--- config.mk ---
export PLATFORM = sky130hd
export DESIGN_NAME = fifo_uart_tx
export DESIGN_NICKNAME = d
export VERILOG_FILES = /design/src/rtl/fifo_uart_tx.sv
export SDC_FILE = /design/constraint.sdc
export NUM_CORES = 1
export LEC_CHECK = 0
export CAP_MARGIN = 20
export CORE_AREA = 2 2 53 55
export DETAILED_ROUTE_END_ITERATION = 8
export DIE_AREA = 0 0 55 57
export GPL_ROUTABILITY_DRIVEN = 0
export GPL_TIMING_DRIVEN = 0
export PLACE_DENSITY = 0.74
export SLEW_MARGIN = 10
export SYNTH_ARGS = -nofsm -noshare
export SYNTH_HDL_FRONTEND = slang
export SYNTH_SLANG_ARGS = --single-unit
--- constraint.sdc ---
create_clock -name i_clk -period 2.4 [get_ports i_clk]
set_clock_uncertainty 0.15 [all_clocks]
set_input_delay 0.72 -clock i_clk [delete_from_list [all_inputs] [get_ports i_clk]]
set_output_delay 0.72 -clock i_clk [all_outputs]
set_load 0.03 [all_outputs]
--- src/rtl/fifo_uart_tx.sv ---
// Drains an 8-bit non-show-ahead FIFO and sends each byte as an LSB-first UART frame.
// Define UART_PARITY_EN for 8E1 framing; otherwise frames are 8N1.
module fifo_uart_tx #(
    parameter int CLK_FREQ = 100_000_000,
    parameter int BAUD     = 115200
) (
    input  logic       i_clk,
    input  logic       i_reset,
    input  logic       i_empty,
    input  logic [7:0] i_q,
    output logic       o_rdreq,
    output logic       o_tx,
    output logic       o_busy,
    output logic       o_byte_done
);
    localparam int CLKS_PER_BIT = CLK_FREQ / BAUD;
    localparam int CNT_W        = (CLKS_PER_BIT > 2) ? $clog2(CLKS_PER_BIT) : 1;
    localparam logic [CNT_W-1:0] CNT_LAST = CNT_W'(CLKS_PER_BIT - 1);

    localparam logic [2:0] S_IDLE  = 3'd0;
    localparam logic [2:0] S_READ  = 3'd1;
    localparam logic [2:0] S_LATCH = 3'd2;
    localparam logic [2:0] S_START = 3'd3;
    localparam logic [2:0] S_DATA  = 3'd4;
    localparam logic [2:0] S_STOP  = 3'd5;
`ifdef UART_PARITY_EN
    localparam logic [2:0] S_PARITY = 3'd6;
`endif

    logic [2:0]       r_state;
    logic [CNT_W-1:0] r_cnt;
    logic [2:0]       r_bit;
    logic [7:0]       r_shift;
    logic             r_tx;
    logic             r_rdreq;
    logic             r_busy;
    logic             r_byte_done;

    logic [2:0]       w_state_nxt;
    logic [CNT_W-1:0] w_cnt_nxt;
    logic [2:0]       w_bit_nxt;
    logic [7:0]       w_shift_nxt;
    logic             w_bit_end;
    logic             w_tx_nxt;
`ifdef UART_PARITY_EN
    logic             r_parity;
    logic             w_parity_nxt;
`endif

    always_comb begin
        w_bit_end   = (r_cnt == CNT_LAST);
        w_state_nxt = r_state;
        w_cnt_nxt   = r_cnt + 1'b1;
        w_bit_nxt   = r_bit;
        w_shift_nxt = r_shift;
`ifdef UART_PARITY_EN
        w_parity_nxt = r_parity;
`endif
        case (r_state)
            S_IDLE: begin
                w_cnt_nxt = '0;
                if (!i_empty) w_state_nxt = S_READ;
            end
            S_READ: begin
                w_cnt_nxt   = '0;
                w_state_nxt = S_LATCH;
            end
            S_LATCH: begin
                w_cnt_nxt   = '0;
                w_bit_nxt   = '0;
                w_shift_nxt = i_q;
                w_state_nxt = S_START;
`ifdef UART_PARITY_EN
                w_parity_nxt = ^i_q;
`endif
            end
            S_START: begin
                if (w_bit_end) begin
                    w_cnt_nxt   = '0;
                    w_state_nxt = S_DATA;
                end
            end
            S_DATA: begin
                if (w_bit_end) begin
                    w_cnt_nxt   = '0;
                    w_shift_nxt = {1'b0, r_shift[7:1]};
                    if (r_bit == 3'd7) begin
`ifdef UART_PARITY_EN
                        w_state_nxt = S_PARITY;
`else
                        w_state_nxt = S_STOP;
`endif
                    end else begin
                        w_bit_nxt = r_bit + 1'b1;
                    end
                end
            end
`ifdef UART_PARITY_EN
            S_PARITY: begin
                if (w_bit_end) begin
                    w_cnt_nxt   = '0;
                    w_state_nxt = S_STOP;
                end
            end
`endif
            S_STOP: begin
                if (w_bit_end) begin
                    w_cnt_nxt   = '0;
                    w_state_nxt = S_IDLE;
                end
            end
            default: begin
                w_cnt_nxt   = '0;
                w_state_nxt = S_IDLE;
            end
        endcase

        // Line level follows the state being entered, so tx stays registered and aligned.
        case (w_state_nxt)
            S_START: w_tx_nxt = 1'b0;
            S_DATA:  w_tx_nxt = w_shift_nxt[0];
`ifdef UART_PARITY_EN
            S_PARITY: w_tx_nxt = w_parity_nxt;
`endif
            default: w_tx_nxt = 1'b1;
        endcase
    end

    always_ff @(posedge i_clk) begin
        if (i_reset) begin
            r_state     <= S_IDLE;
            r_cnt       <= '0;
            r_bit       <= '0;
            r_shift     <= '0;
            r_tx        <= 1'b1;
            r_rdreq     <= 1'b0;
            r_busy      <= 1'b0;
            r_byte_done <= 1'b0;
`ifdef UART_PARITY_EN
            r_parity    <= 1'b0;
`endif
        end else begin
            r_state     <= w_state_nxt;
            r_cnt       <= w_cnt_nxt;
            r_bit       <= w_bit_nxt;
            r_shift     <= w_shift_nxt;
            r_tx        <= w_tx_nxt;
            r_rdreq     <= (r_state == S_IDLE) && !i_empty;
            r_busy      <= (w_state_nxt != S_IDLE);
            r_byte_done <= (w_state_nxt == S_STOP) && (w_cnt_nxt == CNT_LAST);
`ifdef UART_PARITY_EN
            r_parity    <= w_parity_nxt;
`endif
        end
    end

    assign o_tx        = r_tx;
    assign o_rdreq     = r_rdreq;
    assign o_busy      = r_busy;
    assign o_byte_done = r_byte_done;
endmodule
==> results.ini <==
[cts]
cts_hold_buf=0
clk_pin_slew_ns=0.16
cts_resized=0
cts-htree-levels=1
postCtsSetupRepairBufs=0
clk_latency_ns=0.33
root_buffer=clkbuf_4
cts.sinks=28
tritoncts=built
cts_buffer_depth=2
cts_buffers=3

[synthesis]
synth_fa_ha_area_share_pct=2.87
synth_compound_area_share_pct=15.4
synth_top_cell_by_area=dfxtp_1
muxShareOfSynthArea_pct=2.29
synth.net_count=158
postSynthAreaPerCell_um2=9.09
syn_inst=144
synth_area_leaders=dfxtp_1 (43%), nor2_1 (6.9%), a22oi_1 (4.6%)
synth_common_cells=dfxtp_1 (28), nor2_1 (24), nand2_1 (12)
synth_xor_area_share_pct=4.02
synth_edf_count=0
synth_flop_cell=dfxtp_1
yosys.area_share.simple_pct=30.2
synth.distinct_cells=39
yosys.area.top_type_share_pct=42.8
ys_ff_latch=28
yosysMostFrequentCell=dfxtp_1
synth_top_family_by_area=simple AND/OR/NAND/NOR gates
yosysWarnings=0
seq_area_frac_synth_pct=42.8
synth-async-reset-ratio_pct=0
syn-cell-area_um2=1310

[min_path]
hold_end=r_shift[1]
hp-start=r_shift[1]
min_path_cells=2
holdCritPathClass=reg2reg

[placed_design]
dp_hpwl_mm=1.93
post-place-ws_ns=-0.122
portBuffers=14

[sta]
rsz0062_at_grt=false
period_share_pct=92.1
setup_ws_ns=0.189
hold_ws_ns=0.319
tightest_slew_ns=0.443
fmax_mhz=452
setup_viol=0
slew_headroom_pct=70.5
fin_tns_setup_ns=0
finalHoldViolations=0
period_needed_ns=2.21
slew_viol_final=0

[worst_setup_path]
arrival_ns=1.34
startpoint_type=flip-flop
crit_required_ns=1.53
critPathSlowestCell=clkdlybuf4s50_1
cpLargestDelayFamily=buffers and inverters
path_cells=clkdlybuf4s50_1
critPathMaxFanout=1
reg2regPathDepth=7
regToRegSetupSlack_ns=0.21
reg2reg_to=r_bit[1]
reg2reg_from=r_cnt[0]
cp_num_buf_inv=1
worstSetupPathType=reg2out
end_kind=output pin
slowest_delay_ns=0.67
cp.depth=1

[route]
drtIter0Drc=11
wire_per_inst_um=13.0
ant_nets=0
drc_errors=0
via_per_inst=5.48
wirelength_mm=2.51
firstDrtPassIters=4
vias=1058

[global_route]
antenna_found_initial=0
grt_pass1_vias=991
grt_overflow=0
grt_pass1_wl_mm=4.11
grt_max_degree=17
grtUsageTotal_pct=17.7

[run]
drv_cap=0

[die]
ios=15
die_w_um=55
num_rows=19
start_util_pct=50.0
core_um2=2620
die_area_um2=3140
die_h_um=57

[power]
powerDensity_nw_per_um2=593
power.total_uw=913
p_leak_nw=0.547
vdd_drop_max_mv=0.375

[final_layout]
area_growth_pct=17.7
drive_above_1_share_pct=8.64
nNetsFinal=177
fillCellCount=238
n_antenna_cell=0

[outcome]
run_status=finished, final reports clean

## final cells by class
cell class | instances | area, µm² | share of cell area, %
Buffer | 5 | 20.0 | 1.30
Clock buffer | 3 | 22.5 | 1.46
Clock inverter | 1 | 30.0 | 1.95
Inverter | 3 | 11.3 | 0.731
Multi-Input combinational cell | 108 | 717 | 46.5
Sequential cell | 28 | 561 | 36.4
Tap cell | 31 | 38.8 | 2.52
Timing Repair Buffer | 14 | 140 | 9.10
## per-layer routing
layer / wire, µm / share of wire [%] / track usage [%]
met1: 1140 / 45 / 22.0
met2: 1280 / 51 / 29.9
met3: 62 / 2.5 / 3.14
met4: 32 / 1.3 / 6.27
met5: 0 / 0 / 0
## how the worst max path moves through the flow
stage,slack (ns),startpoint,endpoint
after global placement,-0.1,i_reset,o_byte_done
after global routing,0.08,r_cnt[0],r_bit[1]
after detailed placement,-0.12,i_reset,o_byte_done
final,0.19,o_tx,o_tx
after CTS,0.17,o_tx,o_tx
after floorplan,0.52,i_reset,o_byte_done
## registers in the layout, indices dropped and copies added (netlist names)
name	cells
o_busy	1
o_byte_done	1
o_tx	1
r_cnt	10
r_bit	3
r_state	3
o_rdreq	1
r_shift	8
## report_power, final
group / internal, mW / leakage (nW) / switching (mW)
clock network: 0.169 / 0.0279 / 0.138
registers: 0.483 / 0.227 / 0.0109
logic: 0.0523 / 0.291 / 0.0600
## tightest hold or removal path, stage by stage, from the launching register on
cell and delay [ns]:
dfxtp_1 0.34, nand2_1 0.05, a21oi_1 0.05
## cells in the final DEF, fill, tap and decap left out, drive strengths merged, types with 2 or more instances in the layout
cell	instances
a21oi	8
a22oi	8
nand3	5
mux2i	3
nand3b	2
clkdlybuf4s50	14
nand2b	2
nor3b	2
nand4	2
o21ai	3
clkbuf	7
xor2	3
xnor2	3
o211ai	2
nand2	12
nor3	4
ha	3
dfxtp	28
nor4	4
nor2	24
and3	4
inv	3
## kinds of logic (layout without fill, tap and decap cells)
group,count (synthesis),after routing
AND/OR/NAND/NOR,70,70
flip-flops,28,28
AO/OA/AOI/OAI,26,26
buffers and inverters,8,26
XOR/XNOR,6,6
adder cells (fa/ha/maj),3,3
multiplexers,3,3
## metrics by stage
stage | util [%] | cells | instance area, µm²
2_1_floorplan | - | 144 | 1310
3_5_place_dp | 56.9 | 189 | 1490
3_3_place_gp | 56.9 | 189 | 1490
5_1_grt | 58.9 | 193 | 1540
6_report | 58.9 | 193 | 1540
4_1_cts | 58.9 | 193 | 1540
No activity file was read; power rests on OpenSTA's default activity.
